## src/rtl/wb_port_arbiter.sv

```systemverilog
// Writeback port arbiter: shares the single register-file write port between
// the in-order W stage (priority) and a FIFO of multi-cycle unit results.
// Tracks outstanding MDU destinations and forces a one-cycle pipeline stall
// when the FIFO head has been blocked for STARVE_MAX cycles.
module wb_port_arbiter #(
  parameter int DATA_W     = 32,
  parameter int FIFO_DEPTH = 4,
  parameter int STARVE_MAX = 8
) (
  input  logic              CLK_i,
  input  logic              RST_i,
  input  logic              PIPE_WE_i,
  input  logic [4:0]        PIPE_RD_i,
  input  logic [DATA_W-1:0] PIPE_DATA_i,
  input  logic              MDU_VALID_i,
  output logic              MDU_READY_o,
  input  logic [4:0]        MDU_RD_i,
  input  logic [DATA_W-1:0] MDU_DATA_i,
  input  logic              MDU_ISSUE_i,
  input  logic [4:0]        MDU_ISSUE_RD_i,
  output logic              RF_WE_o,
  output logic [4:0]        RF_RD_o,
  output logic [DATA_W-1:0] RF_DATA_o,
  output logic [31:0]       PEND_o,
  output logic              STALL_o,
  output logic              ERR_o
);

  localparam int AW = $clog2(FIFO_DEPTH);
  localparam int PW = AW + 1;
  localparam int SW = $clog2(STARVE_MAX + 1);

  // FIFO storage and pointers (extra pointer bit distinguishes full from empty)
  logic [4:0]        r_fifo_rd   [FIFO_DEPTH];
  logic [DATA_W-1:0] r_fifo_data [FIFO_DEPTH];
  logic [PW-1:0]     r_wptr;
  logic [PW-1:0]     r_rptr;

  // Pipeline write parked during a starve cycle
  logic              r_hold_vld;
  logic [4:0]        r_hold_rd;
  logic [DATA_W-1:0] r_hold_data;

  logic [SW-1:0]     r_starve;
  logic              r_rf_we;
  logic [4:0]        r_rf_rd;
  logic [DATA_W-1:0] r_rf_data;
  logic [31:0]       r_pend;
  logic              r_err;

  logic [PW-1:0]     w_count;
  logic              w_empty;
  logic              w_full;
  logic              w_store;
  logic              w_pipe_vld;
  logic              w_starve;
  logic [4:0]        w_head_rd;
  logic [DATA_W-1:0] w_head_data;
  logic              w_we;
  logic [4:0]        w_rd;
  logic [DATA_W-1:0] w_data;
  logic              w_pop;
  logic              w_hold_set;
  logic              w_stall;
  logic              w_err_set;
  logic [31:0]       w_set_mask;
  logic [31:0]       w_clr_mask;

  assign w_count     = r_wptr - r_rptr;
  assign w_empty     = (r_wptr == r_rptr);
  assign w_full      = (w_count == PW'(FIFO_DEPTH));
  // rd=0 results are acknowledged but never occupy a slot
  assign w_store     = MDU_VALID_i && !w_full && (MDU_RD_i != 5'd0);
  assign w_pipe_vld  = PIPE_WE_i && (PIPE_RD_i != 5'd0);
  assign w_starve    = !w_empty && (r_starve == SW'(STARVE_MAX));
  assign w_head_rd   = r_fifo_rd[r_rptr[AW-1:0]];
  assign w_head_data = r_fifo_data[r_rptr[AW-1:0]];

  // Write-port grant: HOLD, then starved FIFO head, then pipeline, then FIFO
  always_comb begin
    w_we       = 1'b0;
    w_rd       = r_rf_rd;
    w_data     = r_rf_data;
    w_pop      = 1'b0;
    w_hold_set = 1'b0;
    w_stall    = 1'b0;
    w_err_set  = 1'b0;
    if (r_hold_vld) begin
      w_we      = 1'b1;
      w_rd      = r_hold_rd;
      w_data    = r_hold_data;
      // A new pipeline write now has nowhere to go; it is dropped and flagged
      w_err_set = w_pipe_vld;
    end else if (w_starve) begin
      w_we       = 1'b1;
      w_rd       = w_head_rd;
      w_data     = w_head_data;
      w_pop      = 1'b1;
      w_stall    = 1'b1;
      w_hold_set = w_pipe_vld;
    end else if (w_pipe_vld) begin
      w_we   = 1'b1;
      w_rd   = PIPE_RD_i;
      w_data = PIPE_DATA_i;
    end else if (!w_empty) begin
      w_we   = 1'b1;
      w_rd   = w_head_rd;
      w_data = w_head_data;
      w_pop  = 1'b1;
    end else begin
      w_we = 1'b0;
    end
  end

  // Scoreboard masks: issue sets, FIFO-sourced write clears; set wins on overlap
  always_comb begin
    w_set_mask = 32'd0;
    w_clr_mask = 32'd0;
    if (MDU_ISSUE_i && (MDU_ISSUE_RD_i != 5'd0)) begin
      w_set_mask = 32'd1 << MDU_ISSUE_RD_i;
    end else begin
      w_set_mask = 32'd0;
    end
    if (w_pop) begin
      w_clr_mask = 32'd1 << w_head_rd;
    end else begin
      w_clr_mask = 32'd0;
    end
  end

  // FIFO payload storage; contents are don't-care until the pointers cover them
  always_ff @(posedge CLK_i) begin
    if (w_store) begin
      r_fifo_rd[r_wptr[AW-1:0]]   <= MDU_RD_i;
      r_fifo_data[r_wptr[AW-1:0]] <= MDU_DATA_i;
    end
  end

  // Control state: pointers, HOLD, starve counter, registered outputs
  always_ff @(posedge CLK_i) begin
    if (RST_i) begin
      r_wptr      <= '0;
      r_rptr      <= '0;
      r_hold_vld  <= 1'b0;
      r_hold_rd   <= 5'd0;
      r_hold_data <= '0;
      r_starve    <= '0;
      r_rf_we     <= 1'b0;
      r_rf_rd     <= 5'd0;
      r_rf_data   <= '0;
      r_pend      <= 32'd0;
      r_err       <= 1'b0;
    end else begin
      if (w_store) r_wptr <= r_wptr + PW'(1);
      if (w_pop)   r_rptr <= r_rptr + PW'(1);
      r_hold_vld <= w_hold_set;
      if (w_hold_set) begin
        r_hold_rd   <= PIPE_RD_i;
        r_hold_data <= PIPE_DATA_i;
      end
      if (w_pop || w_empty) begin
        r_starve <= '0;
      end else if (r_starve != SW'(STARVE_MAX)) begin
        r_starve <= r_starve + SW'(1);
      end
      r_rf_we   <= w_we;
      r_rf_rd   <= w_rd;
      r_rf_data <= w_data;
      r_pend    <= (r_pend & ~w_clr_mask) | w_set_mask;
      if (w_err_set) r_err <= 1'b1;
    end
  end

  assign MDU_READY_o = !w_full;
  assign STALL_o     = w_stall;
  assign RF_WE_o     = r_rf_we;
  assign RF_RD_o     = r_rf_rd;
  assign RF_DATA_o   = r_rf_data;
  assign PEND_o      = r_pend;
  assign ERR_o       = r_err;

endmodule
```

## config.mk

```make
export PLATFORM = sky130hd
export DESIGN_NAME = wb_port_arbiter
export DESIGN_NICKNAME = d
export VERILOG_FILES = /design/src/rtl/wb_port_arbiter.sv
export SDC_FILE = /design/constraint.sdc
export NUM_CORES = 1
export LEC_CHECK = 0
export ABC_AREA = 0
export CORE_ASPECT_RATIO = 1.1
export CORE_UTILIZATION = 30
export DETAILED_ROUTE_END_ITERATION = 8
export PLACE_DENSITY_LB_ADDON = 0.15
export SYNTH_ARGS = -nofsm -noshare
export SYNTH_HDL_FRONTEND = slang
export SYNTH_SLANG_ARGS = --single-unit
```

## constraint.sdc

```tcl
create_clock -name CLK_i -period 5.5 [get_ports CLK_i]
set_input_delay 1.375 -clock CLK_i [delete_from_list [all_inputs] [get_ports CLK_i]]
set_output_delay 1.375 -clock CLK_i [all_outputs]
set_load 0.01 [all_outputs]
```

# After elaboration in Yosys (flattened, before gate mapping)
# Memories as Yosys holds them, arrays and structs flattened. A register that Yosys moved wholly into a read port is not among the register bits.
# Index checks and enable logic that the tools add are counted.
[totals] ff_bits=119 ram_bits=148 inputBits=84 memories=2
[mem_list] name="r_fifo_data" words=4 word_bits=32 read_ports=1 rd_ports_with_merged_regs=1 wr=1 line="35" source="logic [DATA_W-1:0] r_fifo_data [FIFO_DEPTH];"
[mem_list] name="r_fifo_rd" words=4 word_bits=5 read_ports=1 rd_ports_with_merged_regs=1 wr=1 line="34" source="logic [4:0] r_fifo_rd [FIFO_DEPTH];"
[classes] add_sub_neg=4 eq_ne=5 n_shift=2 muxes=28 bitwise=3 n_reduce_logical=12
[ops] operator="$mux W32" n=6
[ops] operator="$shl A1 B5 Y32 const A" n=2
[ops] operator="$and A32 B32 Y32" n=1
[ops] operator="$not A32 Y32" n=1
[ops] operator="$or A32 B32 Y32" n=1
[ops] operator="$mux W5" n=4
[ops] operator="$reduce_bool A5 Y1" n=3
[ops] operator="$mux W1" n=14
[ops] operator="$mux W2" n=4
[ops] operator="$add A3 B1 Y3 const B" n=2
[ops] operator="$logic_and A1 B1 Y1" n=5
[ops] operator="$add A4 B1 Y4 const B" n=1
[ops] operator="$eq A4 B4 Y1 const B" n=1
[ops] operator="$ne A4 B2 Y1 const B" n=1
[ops] operator="$ne A4 B4 Y1 const B" n=1
[ops] operator="$eq A3 B3 Y1" n=1
[ops] operator="$eq A3 B3 Y1 const B" n=1
[ops] operator="$sub A3 B3 Y3" n=1
[ops] operator="$logic_not A1 Y1" n=2
[ops] operator="$reduce_or A2 Y1" n=1
[ops] operator="$logic_or A1 B1 Y1" n=1

# Logic depth before layout (Yosys ltp)
# Gate-level depths: netlist of the first run.
[depth] ltp_word=9 mapped_depth=10 mapped_depth_nobuf=7

# Worst setup path before layout of the first run
# No wires, ideal clock.
[synth_path] path_type="input-to-reg" start="in MDU_RD_i[0]" end="reg r_wptr[2]" setup_time_ns=0.125 t_arrival_ns=5.039 required_ns=5.375 slack_ns=0.336 path_stages=4 path_buffers=0 cell_sequence="or4_1 o21ai_0 a311oi_1 mux2_2"
[synth_between] elab_chain_len=2
[synth_rtl] item="from (decl)" line="17" source="input logic [4:0] MDU_RD_i,"
[synth_rtl] item="$reduce_bool A5 Y1" line="73" source="assign w_store = MDU_VALID_i && !w_full && (MDU_RD_i != 5'd0);"
[synth_rtl] item="$logic_and A1 B1 Y1" line="73"
[synth_rtl] item="to (signal assigned)" line="154" source="if (w_store) r_wptr <= r_wptr + PW'(1);"
[synth_rtl] item="to (decl)" line="36" source="logic [PW-1:0] r_wptr;"
# Every way passes these cells.
# A chain may end at the register's enable or synchronous reset.

# Final worst setup path of the first run
[layout_path] start="reg r_wptr[0]" end="out STALL_o"
[layout_between] elab_chain_len=5
[layout_rtl] item="$eq A3 B3 Y1" line="70" source="assign w_empty = (r_wptr == r_rptr);"
[layout_rtl] item="$logic_not A1 Y1"
[layout_rtl] item="$logic_and A1 B1 Y1" line="75" source="assign w_starve = !w_empty && (r_starve == SW'(STARVE_MAX));"
[layout_rtl] item="$mux W1" line="94" source="end else if (w_starve) begin"
[layout_rtl] item="$mux W1" line="88" source="if (r_hold_vld) begin"
[layout_rtl] item="to (decl)" line="25" source="output logic STALL_o,"
# Every way passes these cells.

==> results of run 1 <==
-- placed cells by master, fill, tap and decap left out, types with 19 or more instances in the layout --
cell and count:
mux4_2 37, clkbuf_16 31, and2_1 39, nand3_1 75, a21oi_1 58, inv_1 46
clkdlybuf4s50_1 155, nor2_1 30, o21ai_0 40, nor3_1 31, dfxtp_1 118, a41oi_1 37
a211oi_1 19, o221ai_1 37, edfxtp_1 148
-- registers in the layout, summed over array words and instances, names as in the netlist, named ones only --
signal       cells
r_starve         4
r_wptr           3
RF_DATA_o       32
r_hold_rd        5
PEND_o          32
r_hold_data     32
RF_RD_o          5
r_fifo_data    128
r_rptr           3
r_fifo_rd       20
RF_WE_o          1
r_hold_vld       1
ERR_o            1
-- power groups by stage --
stage          logic [mW]  clock network [mW]  registers [mW]
2_1_floorplan       0.605                   0            2.42
3_3_place_gp         1.02                   0            2.46
3_5_place_dp         1.02                   0            2.46
4_1_cts              1.02                2.09            2.42
5_1_grt              1.10                2.17            2.43
6_report             1.01                2.04            2.41
-- metrics by stage --
stage / power [mW] / cell area (sq um) / std cells / hold slack [ns] / worst slack (ns)
2_1_floorplan: 3.02 / 11300 / 899 / 0.449 / 0.336
3_3_place_gp: 3.48 / 13300 / 1487 / 0.421 / 1.44
3_5_place_dp: 3.48 / 13300 / 1487 / 0.424 / 1.45
4_1_cts: 5.53 / 14300 / 1543 / 0.433 / 1.14
5_1_grt: 5.70 / 14300 / 1543 / 0.447 / 0.981
6_report: 5.46 / 14300 / 1543 / 0.433 / 1.16
-- metal layers --
layer | share of wire | GRT usage | vias up
li1 | - | - | 3752
met5 | 0.00041 | 0 | -
met2 | 0.48 | 0.276 | 237
met1 | 0.45 | 0.224 | 4007
met4 | 0.016 | 0.0392 | 2
met3 | 0.051 | 0.0300 | 40
-- critical path, delay by kind of cell, from the launching register on --
family	cells	cell delay, ns
AO/OA/AOI/OAI	1	0.89
buffers and inverters	3	0.67
adder cells (fa/ha/maj)	1	0.46
flip-flops	1	0.37
-- path summary, 6_finish.rpt --
path,end,slack [ns],depth (start not counted)
setup reg to reg,RF_DATA_o[19],2.36,6
setup / recovery,STALL_o,1.16,5
hold / removal,PEND_o[0],0.43,2
hold reg to reg,PEND_o[0],0.43,2
-- logic make-up (layout without fill, tap and decap cells) --
| logic type | count (synthesis) | in the layout | synth area share |
|---|---|---|---|
| adder cells (fa/ha/maj) | 9 | 9 | 0.0100 |
| AO/OA/AOI/OAI | 227 | 227 | 0.140 |
| XOR/XNOR | 5 | 5 | 0.00389 |
| AND/OR/NAND/NOR | 226 | 226 | 0.115 |
| multiplexers | 41 | 41 | 0.0779 |
| flip-flops | 269 | 269 | 0.610 |
| buffers and inverters | 122 | 272 | 0.0432 |
-- final cells by class --
class | count | area share
clock buffer | 44 | 0.0585
tap | 494 | 0.0433
timing repair buffer | 168 | 0.116
inverter | 48 | 0.0126
multi-input combinational | 508 | 0.276
clock inverter | 12 | 0.0112
sequential | 269 | 0.482
==> flow_summary_export.csv, run 1 <==
group,metric,value,unit
power,p_sw_frac,0.273,
sta,tns,0,ns
sta,relSlewSlack,0.271,
power,p_leak,4.62,nW
worst_setup_path,worstPathArrival,2.96,ns
floorplan,die_h,205,microns
synthesis,async_flop_share,0,
clock_network,cts_setup_buffers,0,
grt,grt_max_degree,72,
clock_network,ctsResizeCount,0,
sta,hold_violations,0,
clock_network,htree_levels,1,
floorplan,io_pins,157,
floorplan,die_w,187,microns
detailed_routing,drc,0,
power,ir_drop,0.223,mV
synthesis,synthesis.instances,899,
worst_setup_path,crit_type,"reg2out",
synthesis,yosysSeqAreaShare,0.610,
synthesis,synth_top_area_cell,"edfxtp_1",
finish,nets,1118,
finish,ff_latch_area,6870,sq um
detailed_routing,first_iter_violations,602,
synthesis,yosys.cell_count.top_type,"edfxtp_1",
synthesis,ys_warn_count,0,
grt,grt_pass1_vias,8026,
detailed_routing,vias,8038,
worst_setup_path,rr_startpoint,"r_wptr[0]",
detailed_routing,vias_per_cell,5.21,
power,p_per_area,382,nW/um^2
finish,syn_to_final_growth,26.7,%
grt,grt_antenna_before_repair,1,
sta,rsz0062_at_grt,"false",
worst_setup_path,cp_slowest_cell,"a311o_2",
clock_network,cts_root_buf,"clkbuf_16",
worst_setup_path,setup.worst_path.start_class,"flop",
synthesis,synth_fp_nets,992,
outcome,outcome,"complete, no violations",
clock_network,worstSkewPairLatency,0.55,ns
sta,worstMarginPinSlew,1.09,ns
power,p_int,3.97,mW
sta,period_minus_slack,4.34,ns
worst_setup_path,cp_max_fo,39,
finish,fillers,3611,
floorplan,rows,74,
sta,setup_viol,0,
detailed_routing,dr.pass1.iters,5,
power,power_frac_clock,0.374,
power,p_sw,1.49,mW
sta,fmax,230,MHz
finish,multi_input_area,3950,sq um
run,drv_cap,0,
clock_network,clock-sinks,269,
worst_setup_path,max_stage_delay,0.89,ns
clock_network,cts_hold_buf,0,
clock_network,cts_max_path_buffers,3,
synthesis,synthDistinctLibCells,52,
finish,antenna_cells,0,
worst_setup_path,critical_path_required,4.12,ns
worst_setup_path,crit_path_start,"r_wptr[0]",
synthesis,netlist_top_cells_area,"edfxtp_1 (39%), dfxtp_1 (22%), mux4_2 (7.4%), nand3_1 (3.3%), a41oi_1 (2.9%)",
synthesis,synth_enable_flop_cells,148,
grt,grt_pass1_wl,49200,microns
finish,drive_above_1_share,0.113,
clock_network,clk_pin_slew,0.06,ns
detailed_routing,wire_per_inst,20.6,microns
floorplan,start_util,0.304,
detailed_routing,ant_nets,0,
worst_setup_path,cp-end-kind,"primary output",
clock_network,cts_tree,"built",
placement,post-dp-hpwl,19000,microns
synthesis,synth_top_area_frac,0.394,
synthesis,synth_ff_type,"edfxtp_1",
synthesis,ys_ff_latch,269,
power,p_seq_frac,0.441,
min_path,hp-start,"PEND_o[0]",
grt,grt-ovfl-total,0,
synthesis,syn_area_per_cell,12.5,sq um
placement,numPortBuffers,156,
floorplan,dieArea,38300,sq um
floorplan,core,37000,sq um
synthesis,synth_common_cells,"edfxtp_1 (148), dfxtp_1 (121), nand3_1 (75), a21oi_1 (58), clkbuf_1 (52)",
finish,post-route-util,0.385,
sta,finalCritPeriodShare,0.789,
synthesis,syn-cell-area,11300,sq um
grt,grt_usage,0.166,
clock_network,cts_buffers,30,
worst_setup_path,path_cells,"inv_1 > ha_1 > a311o_2 > inv_2 > clkdlybuf4s50_1",
placement,place_congestion,0.755,
detailed_routing,routed_wl,31700,microns
min_path,hp-class,"reg2reg",
sta,slew_viol_final,0,
sta,finalClockSkew,0.0126,ns
power,comb_power_share,0.185,
Power figures use the tool's default switching activity.
==> inputs of run 2 (changes only) <==
==> constraint.sdc (replaced) <==
create_clock -name CLK_i -period 3.9 [get_ports CLK_i]
set_input_delay 0.975 -clock CLK_i [delete_from_list [all_inputs] [get_ports CLK_i]]
set_output_delay 0.975 -clock CLK_i [all_outputs]
set_load 0.01 [all_outputs]
==> run 2 against run 1 <==
Compared with the run above: clock skew is 0.0047 ns lower; largest power group unchanged; final cell count increased by 0.71%; setup slack worse by 0.74 ns.
==> flow_summary_export.csv, run 2 (same netlist as run 1, synthesis figures left out) <==
group,metric,value,unit
outcome,outcome,"complete, no violations",
finish,fillers,3604,
clock_network,cts_hold_buf,0,
clock_network,cts_root_buf,"clkbuf_16",
finish,post-route-util,0.386,
clock_network,cts_max_path_buffers,3,
grt,grt_max_degree,77,
worst_setup_path,crit_path_start,"r_wptr[0]",
power,ir_drop,0.347,mV
detailed_routing,first_iter_violations,444,
clock_network,ctsResizeCount,0,
sta,hold_violations,0,
floorplan,rows,74,
grt,grt_pass1_wl,49600,microns
detailed_routing,ant_nets,0,
worst_setup_path,crit_buf_inv,3,
sta,finalClockSkew,0.00791,ns
power,p_total,7.51,mW
power,p_per_area,525,nW/um^2
grt,grt_pass1_vias,8156,
min_path,hp-class,"reg2reg",
run,drv_cap,0,
placement,post-dp-hpwl,20200,microns
worst_setup_path,cp_slowest_cell,"clkdlybuf4s50_1",
clock_network,cts_setup_buffers,0,
sta,fmax,287,MHz
placement,numPortBuffers,156,
worst_setup_path,critPathTopFamily,"buffers and inverters",
sta,setup_viol,0,
detailed_routing,vias_per_cell,5.19,
power,p_leak,4.65,nW
clock_network,clock-sinks,269,
worst_setup_path,setup.worst_path.start_class,"flop",
finish,drive_above_1_share,0.124,
finish,final_cell_count_no_fill,1554,
clock_network,htree_levels,1,
floorplan,io_pins,157,
grt,grt-ovfl-total,0,
sta,tns,0,ns
worst_setup_path,max_stage_delay,0.54,ns
sta,period_minus_slack,3.48,ns
detailed_routing,routed_wl,32300,microns
sta,slew_viol_final,0,
worst_setup_path,cp_max_fo,8,
placement,placed_cells,1498,
worst_setup_path,r2r-end,"r_fifo_data[3][7]",
sta,worstMarginPinSlew,0.902,ns
floorplan,dieArea,38300,sq um
floorplan,core,37000,sq um
worst_setup_path,rr_startpoint,"r_rptr[2]",
detailed_routing,dr.pass1.iters,5,
sta,finalCritPeriodShare,0.893,
clock_network,cts_buffers,30,
detailed_routing,vias,8068,
grt,grt_antenna_before_repair,3,
worst_setup_path,path_cells,"inv_1 > ha_1 > a311o_2 > inv_2 > clkdlybuf4s50_1",
worst_setup_path,reg2reg_slack,1.24,ns
worst_setup_path,critical_path_required,2.92,ns
finish,mostFrequentLayoutCell,"clkdlybuf4s50_1",
clock_network,clk_pin_slew,0.06,ns
floorplan,die_w,187,microns
worst_setup_path,crit_type,"reg2out",
worst_setup_path,setup.worst_path.end,"STALL_o",
sta,rsz0062_at_grt,"false",
detailed_routing,drc,0,
worst_setup_path,crit_cells,5,
grt,grt_usage,0.168,
finish,syn_to_final_growth,26.9,%
clock_network,worstSkewPairLatency,0.56,ns
placement,place_congestion,0.743,
finish,largest_reg_flops,128,
finish,final_cell_mix,"clkdlybuf4s50_1 (155), edfxtp_1 (148), dfxtp_1 (118), nand3_1 (75), a21oi_1 (58)",
sta,relSlewSlack,0.398,
detailed_routing,wire_per_inst,20.8,microns
finish,nets,1129,
floorplan,start_util,0.304,
worst_setup_path,cp-end-kind,"primary output",
floorplan,die_h,205,microns
worst_setup_path,rr_worst_depth,4,
worst_setup_path,worstPathArrival,2.51,ns
clock_network,cts_tree,"built",
==> run 2: cell types whose count changed in the layout (fill, tap and decap cells not counted), sizes merged <==
cell | before | now
buf | 13 | 24
diode | 0 | 1
clkinv | 7 | 14
bufinv | 4 | 1
inv | 49 | 48
clkbuf | 44 | 38
clkinvlp | 0 | 2
==> run 2: report_power, final <==
group | switching [mW] | internal (mW)
sequential | 0.133 | 3.23
clock | 1.13 | 1.51
combinational | 0.854 | 0.648
==> run 2: worst min-delay path, delay by kind of cell, from the launching register on <==
kind | cells | cell delay [ns]
compound gates | 1 | 0.03
flops | 1 | 0.31
buf+inv | 1 | 0.05
==> run 2: worst min path at each step <==
stage	from	to	cells past startpoint
2_1_floorplan	r_hold_data[0]	r_hold_data[0]	2
3_3_place_gp	PEND_o[0]	PEND_o[0]	2
3_5_place_dp	PEND_o[0]	PEND_o[0]	2
4_1_cts	PEND_o[0]	PEND_o[0]	2
5_1_grt	PEND_o[0]	PEND_o[0]	2
6_report	PEND_o[0]	PEND_o[0]	2
==> run 2: cell type report <==
cell class | instances | area (sq um) | area share
sequential | 269 | 6870 | 0.481
multi-input combinational | 508 | 3950 | 0.276
timing repair buffer | 179 | 1770 | 0.124
clock buffer | 38 | 802 | 0.0561
tap | 494 | 618 | 0.0432
inverter | 48 | 180 | 0.0126
clock inverter | 17 | 108 | 0.00753
antenna | 1 | 2.50 | 0.000175
==> run 2: through the flow <==
step | setup slack, ns | hold WS [ns] | area (sq um)
final | 0.417 | 0.438 | 14300
after global routing | 0.313 | 0.469 | 14300
after CTS | 0.373 | 0.436 | 14300
after detailed placement | 0.222 | 0.426 | 13400
after global placement | 0.190 | 0.433 | 13400
after floorplan | 0.439 | 0.449 | 11300
==> run 2: per-layer routing <==
metal / vias up / wire length [microns] / GRT usage
met5: - / 23 / 0
li1: 3768 / - / -
met2: 249 / 15100 / 0.275
met3: 53 / 1920 / 0.0327
met1: 3994 / 14600 / 0.224
met4: 4 / 688 / 0.0553
==> inputs of run 3 (changes only) <==
--- a/config.mk
+++ b/config.mk
@@ -6,10 +6,12 @@
 export NUM_CORES = 1
 export LEC_CHECK = 0
 export ABC_AREA = 0
+export CAP_MARGIN = 20
 export CORE_ASPECT_RATIO = 1.1
 export CORE_UTILIZATION = 30
 export DETAILED_ROUTE_END_ITERATION = 8
 export PLACE_DENSITY_LB_ADDON = 0.15
+export SLEW_MARGIN = 20
 export SYNTH_ARGS = -nofsm -noshare
 export SYNTH_HDL_FRONTEND = slang
 export SYNTH_SLANG_ARGS = --single-unit
==> results of run 3 <==
The final DEF is identical to that of run 2; final timing and power are the same.
==> RTL edit, RTL diff (flow settings as in run 1) <==
Change the parameter `STARVE_MAX` from 8 to 4.
--- a/src/rtl/wb_port_arbiter.sv
+++ b/src/rtl/wb_port_arbiter.sv
@@ -6,5 +6,5 @@
   parameter int DATA_W     = 32,
   parameter int FIFO_DEPTH = 4,
-  parameter int STARVE_MAX = 8
+  parameter int STARVE_MAX = 4
 ) (
   input  logic              CLK_i,
Formal check against the unedited RTL: not equivalent (a bounded check fails within 10 cycles, from zero or initial values and one cycle with RST_i high).
==> RTL edit against run 1 <==
Routed wire length is 6.6% lower. Sequential cell count is 1 lower. Sequential power is 4% higher. Cell count is 8.8% lower. Design area is 5.5% lower. Area after synthesis is 5.5% lower. Critical path depth is 1 higher. Total power is 0.40% higher. Fmax is 7.4% higher. Worst setup slack better by 0.30 ns. Critical path type unchanged. Critical endpoint unchanged.
==> RTL edit: results (changes against run 1) <==
Clock network
  – Postcts setup bufs: 0 (unchanged)
  – H-tree Lvls: 1 (unchanged)
  – Num CTS Buffers: 29 (was 30)
  – Insertion delay to the later sink of the worst-skew pair: approximately 0.54 ns
  – CTS max path bufs: 3 (unchanged)
  – PostCTS Resize Cnt: 0 (unchanged)
  – Clk pin slew, worst setup/hold paths: 0.06 ns (about the same)
  – Root Driver: clkbuf_16 (unchanged)

Power
  – VDD IR max: 0.199 mV (was 0.223 mV)
  – Leak: 0.00436 uW (was 0.00462 uW)

Worst setup path
  – Worst setup startpoint: r_wptr[0] (unchanged)
  – R2R Setup Slk: 2.40 ns (was 2.36 ns)
  – Critical path fanouts, max: 6 (was 39)
  – Worst reg-to-reg path cell count: 8 (was 6)
  – Crit path to: STALL_o (unchanged)
  – Reg2reg end: RF_DATA_o[7] (was RF_DATA_o[19])
  – Critical path arrival: 2.67 ns (was 2.96 ns)

Finish
  – Max reg flops: 128 (unchanged)
  – Post-Layout Inst Area: 13500 um2 (was 14300 um2)
  – Layout cells sized above 1: 11.3% (about the same)
  – Filler cells: 3362 (was 3611)
  – # nets final: 1034 (was 1118)

STA
  – Worst-Margin Slew: 1.09 ns (about the same)
  – Clock Skews: 0.00870 ns (was 0.0126 ns)
  – Final hold violation count: 0 (unchanged)

Logic synthesis
  – Mapped Nets: 889 (was 992)
  – Yosys warning count: 0 (unchanged)
  – Post-synthesis mux area share: 11.4% (was 7.79%)
  – Synth Area in Adders: 1.06% (was 1.00%)
  – Register area share after synthesis: 64.3% (was 61.0%)
  – Synth async-reset ratio: 0% (unchanged)
  – XOR/XNOR Fraction of Synth Area: 0.576% (was 0.389%)
  – Synth area leaders: edfxtp_1 42%, dfxtp_1 23%, mux4_2 7.8%, mux2i_1 3.6%, nand2_1 3.1% (was edfxtp_1 39%, dfxtp_1 22%, mux4_2 7.4%, nand3_1 3.3%, a41oi_1 2.9%)
  – Compound-Gate Fraction of Synth Area: 10.9% (was 14.0%)
  – Post-synth top flop: edfxtp_1 (unchanged)
  – Distinct cells, synth: 51 (was 52)
  – Post-synth top cells: 148 x edfxtp_1, 120 x dfxtp_1, 88 x nand2_1, 43 x a21oi_1, 42 x and2_1 (was 148 x edfxtp_1, 121 x dfxtp_1, 75 x nand3_1, 58 x a21oi_1, 52 x clkbuf_1)
  – Post-synth EDFFs: 148 (unchanged)
  – Largest family of logic cells by synthesized area: multiplexers (was compound AO/OA/AOI/OAI gates)

Global routing
  – Largest net degree at the start of global routing: 68 (was 72)
  – Overall routing resource usage: 16.4% (was 16.6%)
  – Initial antenna violation count: 1 (unchanged)
  – First-pass GRT wire length: 45.2 mm (was 49.2 mm)

Drt
  – Vias/cell: 5.09 (was 5.21)
  – DR iter-0 viols: 527 (was 602)
  – Drt total wl: 29.6 mm (was 31.7 mm)
  – 1st-pass router iterations: 5 (unchanged)

Placed design
  – DP HPWL: 18.6 mm (was 19.0 mm)
  – IO buf count: 156 (unchanged)
  – Placer Congestion: 0.757 (was 0.755)

Min path
  – Worst Hold Class: flop to flop (unchanged)

Status
  – Outcome: completed (unchanged)
-- RTL edit: cell count changes after synthesis, sizes merged, moves of 22 or more --
cell | run 1 | this run
o22ai | 0 | 37
inv | 48 | 12
nor3 | 31 | 5
nand2 | 6 | 89
a31oi | 6 | 37
mux2i | 1 | 38
o221ai | 37 | 0
clkbuf | 52 | 30
nand3 | 75 | 9
a41oi | 37 | 0
-- RTL edit: how the worst min path moves through the flow --
| stage | cells after the start | slack (ns) | endpoint | startpoint |
|---|---|---|---|---|
| after floorplan | 2 | 0.43 | r_hold_data[0] | r_hold_data[0] |
| after global placement | 2 | 0.44 | r_hold_data[23] | r_hold_data[23] |
| after detailed placement | 2 | 0.44 | r_hold_data[30] | r_hold_data[30] |
| after CTS | 2 | 0.45 | r_hold_data[30] | r_hold_data[30] |
| after global routing | 2 | 0.46 | r_hold_data[17] | r_hold_data[17] |
| final | 2 | 0.45 | r_hold_data[30] | r_hold_data[30] |
-- RTL edit: power breakdown --
group	internal [uW]	total, uW	switching (uW)
combinational	534	1170	638
clock	1010	1800	795
sequential	2350	2500	152
-- RTL edit: logic make-up (layout without fill, tap and decap cells) --
logic type	count (synthesis)	in the layout
adders and majority gates	9	9
and+or+nand+nor	190	190
xor gates and xnor gates	7	7
other	0	1
muxes	75	75
AOI/OAI and AO/OA	183	183
buffers and inverters	64	230
DFF	268	268
-- RTL edit: per-layer routing --
layer | GRT usage [%] | wire [um] | up-vias
met1 | 21.2 | 13200 | 3586
met2 | 28.2 | 14200 | 192
met4 | 3.95 | 487 | 0
met5 | 0 | 0 | -
li1 | - | - | 3345
met3 | 3.17 | 1720 | 40
-- RTL edit: stage by stage --
step           power [uW]  setup WS, ns  cells
2_1_floorplan        3190         0.549    796
3_3_place_gp         3740          1.25   1354
3_5_place_dp         3740          1.29   1354
4_1_cts              5560          1.42   1406
5_1_grt              5740          1.30   1406
6_report             5480          1.46   1407
-- RTL edit: cell type report --
class                   count  share of cell area [%]
well taps                 444                    4.12
inverters                  12                   0.334
multi-input cells         464                    26.2
clock inverters            19                   0.955
repair buffers            166                    12.1
diodes                      1                  0.0185
clock buffers              33                    5.49
flip-flops and latches    268                    50.8
-- RTL edit: worst max-delay path, stage by stage, from the launching register on --
cell and delay [ns]:
dfxtp_1 0.39, inv_1 0.10, ha_1 0.29, and2_0 0.27, and2_1 0.28, nor3_1 0.18, clkdlybuf4s50_1 0.62
